## src/rtl/sd_pattern_gen.sv

```systemverilog
// rtl/sd_pattern_gen.sv - srdy/drdy burst traffic source with optional idle gaps and abort
//
// Purpose: on an accepted start, presents num_words words on p_data under the
//          srdy/drdy hold-until-accepted rule. The words count up from seed.
//          A 16-bit gap LFSR can insert single idle cycles between words.
//          abort ends the burst early, but never withdraws a word that is
//          already presented.
// Ports:   clk, reset (sync, active-low)
//          start, abort, num_words, seed, gap_en  - burst control
//          p_srdy, p_drdy, p_data                 - output stream
//          busy, done, sent_count                 - status
// Optional: define SD_PATGEN_LFSR_DATA_EN to take data words from a
//          seed-loaded 16-bit LFSR instead of an incrementing counter.
module sd_pattern_gen #(
    parameter int width     = 16,
    parameter int cnt_width = 16
) (
    input  logic                 clk,
    input  logic                 reset,
    input  logic                 start,
    input  logic                 abort,
    input  logic [cnt_width-1:0] num_words,
    input  logic [width-1:0]     seed,
    input  logic                 gap_en,
    output logic                 p_srdy,
    input  logic                 p_drdy,
    output logic [width-1:0]     p_data,
    output logic                 busy,
    output logic                 done,
    output logic [cnt_width-1:0] sent_count
);
    typedef enum logic [1:0] {
        S_IDLE = 2'b00,
        S_SEND = 2'b01,
        S_DONE = 2'b10
    } state_t;

    state_t                 r_state;
    state_t                 w_state_nxt;
    logic                   r_srdy;
    logic [width-1:0]       r_data;
    logic [cnt_width-1:0]   r_sent;
    logic [cnt_width-1:0]   r_num;
    logic [15:0]            r_gap_lfsr;
    logic                   r_abort_pend;

    logic                   w_xfer;
    logic                   w_last;
    logic                   w_gap;
    logic                   w_start_go;
    logic                   w_busy;
    logic                   w_done;
    logic [width-1:0]       w_load_data;
    logic [width-1:0]       w_step_data;

    // 16-bit Fibonacci LFSR, taps 16,14,13,11 (bit 15 is tap 16)
    function automatic logic [15:0] lfsr_step(input logic [15:0] s);
        return {s[14:0], s[15] ^ s[13] ^ s[12] ^ s[10]};
    endfunction

    assign w_xfer     = r_srdy & p_drdy;
    assign w_last     = (r_sent + cnt_width'(1)) == r_num;
    // gap decision uses the LFSR value from before this transfer's advance
    assign w_gap      = gap_en & (r_gap_lfsr[1:0] == 2'b00);
    assign w_start_go = (r_state == S_IDLE) & start & (num_words != '0);

`ifdef SD_PATGEN_LFSR_DATA_EN
    logic [15:0] r_data_lfsr;
    logic [15:0] w_seed16;
    logic [15:0] w_seed_lfsr;
    logic [15:0] w_data_lfsr_nxt;

    for (genvar gi = 0; gi < 16; gi++) begin : g_seed
        if (gi < width) begin : g_bit
            assign w_seed16[gi] = seed[gi];
        end else begin : g_zero
            assign w_seed16[gi] = 1'b0;
        end
    end

    // an all-zero LFSR would lock up, so a zero seed starts at 1
    assign w_seed_lfsr     = (w_seed16 == 16'h0000) ? 16'h0001 : w_seed16;
    assign w_data_lfsr_nxt = lfsr_step(r_data_lfsr);

    for (genvar gi = 0; gi < width; gi++) begin : g_data
        if (gi < 16) begin : g_bit
            assign w_load_data[gi] = w_seed_lfsr[gi];
            assign w_step_data[gi] = w_data_lfsr_nxt[gi];
        end else begin : g_zero
            assign w_load_data[gi] = 1'b0;
            assign w_step_data[gi] = 1'b0;
        end
    end

    always_ff @(posedge clk) begin
        if (!reset) begin
            r_data_lfsr <= 16'h0001;
        end else if (w_start_go) begin
            r_data_lfsr <= w_seed_lfsr;
        end else if (w_xfer) begin
            r_data_lfsr <= w_data_lfsr_nxt;
        end
    end
`else
    assign w_load_data = seed;
    assign w_step_data = r_data + width'(1);
`endif

    always_ff @(posedge clk) begin
        if (!reset) begin
            r_state <= S_IDLE;
        end else begin
            r_state <= w_state_nxt;
        end
    end

    always_comb begin
        w_state_nxt = r_state;
        w_busy      = 1'b0;
        w_done      = 1'b0;
        case (r_state)
            S_IDLE: begin
                if (start) begin
                    w_state_nxt = (num_words != '0) ? S_SEND : S_DONE;
                end
            end
            S_SEND: begin
                w_busy = 1'b1;
                if (r_srdy) begin
                    if (w_xfer && (w_last || r_abort_pend || abort)) begin
                        w_state_nxt = S_DONE;
                    end
                end else if (abort) begin
                    // gap cycle: nothing is presented, so stop at once
                    w_state_nxt = S_DONE;
                end
            end
            S_DONE: begin
                w_done      = 1'b1;
                w_state_nxt = S_IDLE;
            end
            default: w_state_nxt = S_IDLE;
        endcase
    end

    always_ff @(posedge clk) begin
        if (!reset) begin
            r_srdy       <= 1'b0;
            r_data       <= '0;
            r_sent       <= '0;
            r_num        <= '0;
            r_gap_lfsr   <= 16'hACE1;
            r_abort_pend <= 1'b0;
        end else begin
            case (r_state)
                S_IDLE: begin
                    if (start) begin
                        r_sent <= '0;
                        if (num_words != '0) begin
                            r_num  <= num_words;
                            r_data <= w_load_data;
                            r_srdy <= 1'b1;
                        end
                    end
                end
                S_SEND: begin
                    if (r_srdy) begin
                        if (w_xfer) begin
                            r_sent     <= r_sent + cnt_width'(1);
                            r_data     <= w_step_data;
                            r_gap_lfsr <= lfsr_step(r_gap_lfsr);
                            if (w_last || r_abort_pend || abort || w_gap) begin
                                r_srdy <= 1'b0;
                            end
                        end else if (abort) begin
                            // the presented word must stay until accepted
                            r_abort_pend <= 1'b1;
                        end
                    end else if (!abort) begin
                        r_srdy <= 1'b1;
                    end
                end
                S_DONE: begin
                    r_abort_pend <= 1'b0;
                end
                default: ;
            endcase
        end
    end

    assign p_srdy     = r_srdy;
    assign p_data     = r_data;
    assign busy       = w_busy;
    assign done       = w_done;
    assign sent_count = r_sent;
endmodule

```

## config.mk

```make
export PLATFORM = sky130hd
export DESIGN_NAME = sd_pattern_gen
export DESIGN_NICKNAME = d
export VERILOG_FILES = /design/src/rtl/sd_pattern_gen.sv
export SDC_FILE = /design/constraint.sdc
export NUM_CORES = 1
export LEC_CHECK = 0
export CELL_PAD_IN_SITES_DETAIL_PLACEMENT = 0
export CELL_PAD_IN_SITES_GLOBAL_PLACEMENT = 1
export CORE_ASPECT_RATIO = 1.5
export CORE_MARGIN = 1
export CORE_UTILIZATION = 34
export CTS_BUF_LIST = sky130_fd_sc_hd__clkbuf_16
export DETAILED_ROUTE_END_ITERATION = 6
export PLACE_DENSITY_LB_ADDON = 0.1
export SLEW_MARGIN = 20
export SYNTH_ARGS = -nofsm -noshare
export SYNTH_HDL_FRONTEND = slang
export SYNTH_SLANG_ARGS = --single-unit
```

## constraint.sdc

```tcl
create_clock -name clk -period 1.8 [get_ports clk]
set_input_delay 0.36 -clock clk [delete_from_list [all_inputs] [get_ports clk]]
set_output_delay 0.36 -clock clk [all_outputs]
set_load 0.03 [all_outputs]
```

==> flow_metrics.py <==
metrics = {
    "min_path": {
        "worst_hold_startpoint": "num_words[3]",
        "worst_hold_path_endpoint": "r_num[3]$_SDFFE_PN0P_",
        "hold_critical_path_depth": 4,
        "worstHoldPathType": "primary input to register",
    },
    "critical_path": {
        "setup.reg_to_reg.worst_slack_ps": -230,
        "timing.critical_path.slowest_cell_delay_ps": 400,
        "timing.critical_path.required_ps": 2070,
        "critical_path_arrival_ps": 2310,
        "crit_type": "register to register",
        "timing.critical_path.max_delay_family": "simple AND/OR/NAND/NOR gates",
        "reg2reg_to": "r_state[1]$_SDFFE_PN0P_",
        "crit_path_cell_trace": "nand4_1 > buf_4 > nor4_4 > and3_4 > o2111ai_4 > nor4_2 > buf_4 > o2111a_1",
        "worst-path-max-fanout": 9,
        "timing.rr.start": "sent_count[7]$_SDFFE_PN0P_",
        "slowest_stage": "dfxtp_2",
        "worstPathBufferInverterCount": 2,
        "worst-r2r-cell-count": 8,
        "timing.critical_path.from_type": "register",
        "critPathCaptureType": "register",
        "timing.critical_path.mode_cell": "buf_4",
    },
    "die": {
        "die_h_um": 129,
        "die_width_um": 87.0,
        "ios": 73,
        "design.die.area_sq_um": 11300,
        "initial_utilization": 0.350,
        "number_of_standard_cell_rows_in_the_floorplan": 46,
        "floorplan.core_area_sq_um": 10500,
    },
    "placed_design": {
        "worst_case_setup_slack_after_placement_ps": -593,
        "placement.io_buffers": 72,
        "dpl-instance-area_sq_um": 5240,
        "finalWeightedCongestion": 0.837,
        "place_hpwl_um": 8600,
    },
    "synth": {
        "synth_xor_xnor_area_share": 0.0523,
        "synth_ff_type": "dfxtp_1",
        "sequential_to_total_area_share_from_yosys_stat": 0.370,
        "number_of_synthesized_register_bits": 68,
        "async_reset_ff_frac": 0,
        "synthAdderAreaFrac": 0.00679,
        "synth-compound-area-share": 0.192,
        "synthMuxAreaShare": 0.0554,
        "post_synth_design_cell_area_sq_um": 3680,
        "syn_avg_cell_area_sq_um": 7.74,
        "ys.warnings.count": 0,
        "mappedNetlistNets": 516,
        "synth_top_family_by_area": "simple AND/OR/NAND/NOR gates",
        "synthSimpleGateAreaFrac": 0.278,
        "synth_cells": 476,
        "synth-edff-count": 0,
        "ys_types": 53,
    },
    "clock_tree": {
        "cts-root-buf": "clkbuf_16",
        "htree_levels": 3,
        "clock_buffer_count_from_cts": 9,
        "clk_pin_slew_ps": 60,
        "cts_num_sinks": 68,
        "cts_buffer_depth": 2,
        "clock_insertion_delay_worst_skew_ps": 330,
        "clock_tree_from_tritoncts": "built",
        "cts.hold.buffers_added": 0,
    },
    "sta": {
        "timing.max_slew.rel_slack": 0.727,
        "fin_max_slew_vios": 0,
        "worst-slew-pin-transition_ps": 407,
        "grt_setup_unrepaired": "yes",
        "finalCritPeriodShare": 1.13,
        "finalSetupViolCount": 3,
        "finalHoldViolCount": 0,
        "finalClockSkew_ps": 4.34,
        "final.setup.worst_slack_ps": -233,
        "finalSetupTns_ps": -604,
        "timing.fmax_ghz": 0.492,
        "post-route-min-period_ps": 2030,
    },
    "layout": {
        "layout.cell_area.non_filler_sq_um": 5830,
        "n_antenna_cell": 0,
        "areaGrowthSynthToFinish_pct": 58.3,
        "final_nets": 671,
        "post_route_cells_drive_above_1_share": 0.286,
        "num-fill-cells": 1015,
    },
    "route": {
        "drt_via_density": 5.08,
        "drc": 0,
        "ant_nets": 0,
        "initial_drt_markers": 142,
        "detailroute.via_count": 3966,
        "final_wl_um": 11900,
        "drt-wirelength-per-cell_um": 15.2,
        "first_pass_iters": 5,
    },
    "grt": {
        "grt_pass1_vias": 3836,
        "global_route_wire_length_before_repair_um": 19300,
        "grtUsageTotal": 0.224,
        "grt_start_max_net_pins": 41,
        "grt_overflow": 0,
        "grt_antenna_before_repair": 0,
    },
    "outcome": {
        "status": "finished, violations left",
        "violations": "negative setup slack",
    },
    "power": {
        "peakVddDrop_v": 0.000415,
        "power_density_nw_per_um2": 760,
        "leakage_uw": 0.00254,
    },
    "run": {
        "maxCapViolations": 0,
    },
}
[layer usage]
layer / part of all wire / track usage / vias to the layer above
li1: - / - / 2027
met1: 0.38 / 0.243 / 1843
met2: 0.55 / 0.408 / 80
met3: 0.032 / 0.0471 / 16
met4: 0.030 / 0.111 / 0
met5: 0 / 0 / -
[worst min-delay path, stage by stage]
cell and delay (ps):
clkbuf_2 100, buf_4 100, mux2i_1 50, nor2_1 70
[timing repair]
item | in CTS | in global routing
pin swaps | 21 | 22
setup buffers | 7 | 5
cloned | 1 | 1
gates resized for setup | 64 | 51
endpoints found under the setup margin | 63 | 33
[report_power, final]
group | total, uW | switching (uW) | internal (uW)
Combinational | 990 | 518 | 472
Sequential | 1700 | 109 | 1600
Clock | 1740 | 669 | 1070
[cell families (layout without fill, tap and decap cells)]
group                      count (synthesis)  in the layout
and+or+nand+nor                          213            213
AOI/OAI and AO/OA                        113            113
DFF                                       68             68
buffers and inverters                     38            198
xor gates and xnor gates                  22             22
muxes                                     20             20
adders and majority gates                  2              2
[registers in the layout (all words and copies together), names as in the netlist]
| register | count |
|---|---|
| r_gap_lfsr | 16 |
| r_abort_pend | 1 |
| r_num | 16 |
| sent_count | 16 |
| p_data | 16 |
| r_state | 2 |
| p_srdy | 1 |
[placed cells by master, fill, tap and decap left out, drive strengths merged, types with 6 or more instances in the layout]
master / count
xor2: 7
o21ai: 36
dfxtp: 68
buf: 103
nand4: 10
clkdlybuf4s50: 25
xnor2: 15
mux2i: 17
nand2: 71
and3: 10
nor2: 61
a21oi: 31
nor4: 10
nor3: 10
clkbuf: 15
a31oi: 6
a22oi: 8
nand3: 24
inv: 6
dlygate4sd2: 33
clkinv: 6
[synthesized netlist by cell type (6+ instances only)]
library cell  instances  area (sq um)
nor2_1               61           229
o21ai_0              36           180
a21oi_1              31           155
dfxtp_1              68          1360
xor2_1                7          61.3
buf_2                 8          40.0
nand3_1              22           110
nor3_1               10          50.1
xnor2_1              15           131
a31oi_1               6          37.5
mux2i_1              17           170
clkbuf_1             19          71.3
and3_1                9          56.3
nor4_1                6          37.5
nand2_1              71           267
nand4_1               9          56.3
a22oi_1               8          60.1
[worst max-delay path by stage]
stage | from | end | slack [ps] | cells after the start
after floorplan | sent_count[2]$_SDFFE_PN0P_ | r_state[1]$_SDFFE_PN0P_ | -60 | 7
after detailed placement | num_words[11] | r_num[13]$_SDFFE_PN0P_ | -590 | 8
after global routing | sent_count[7]$_SDFFE_PN0P_ | r_state[1]$_SDFFE_PN0P_ | -280 | 8
after CTS | sent_count[1]$_SDFFE_PN0P_ | r_state[1]$_SDFFE_PN0P_ | -240 | 8
after global placement | num_words[11] | r_num[4]$_SDFFE_PN0P_ | -600 | 8
final | sent_count[7]$_SDFFE_PN0P_ | r_state[1]$_SDFFE_PN0P_ | -230 | 8
[through the flow]
step	hold WS, ps	total power (uW)	util	instances
after floorplan	432	2250	-	476
after global placement	438	2660	0.497	751
after detailed placement	444	2670	0.497	751
after CTS	454	4440	0.537	774
after global routing	387	4640	0.553	780
final	384	4430	0.553	780
[final cells by class]
type	instances	area (sq um)	area share
Clock buffer	9	225	0.0386
Clock inverter	7	68.8	0.0118
Inverter	7	26.3	0.00451
Multi-Input combinational cell	370	2420	0.416
Sequential cell	68	1400	0.239
Tap cell	144	180	0.0309
Timing Repair Buffer	175	1510	0.259
Note: power is estimated with default switching activity, not from simulation.
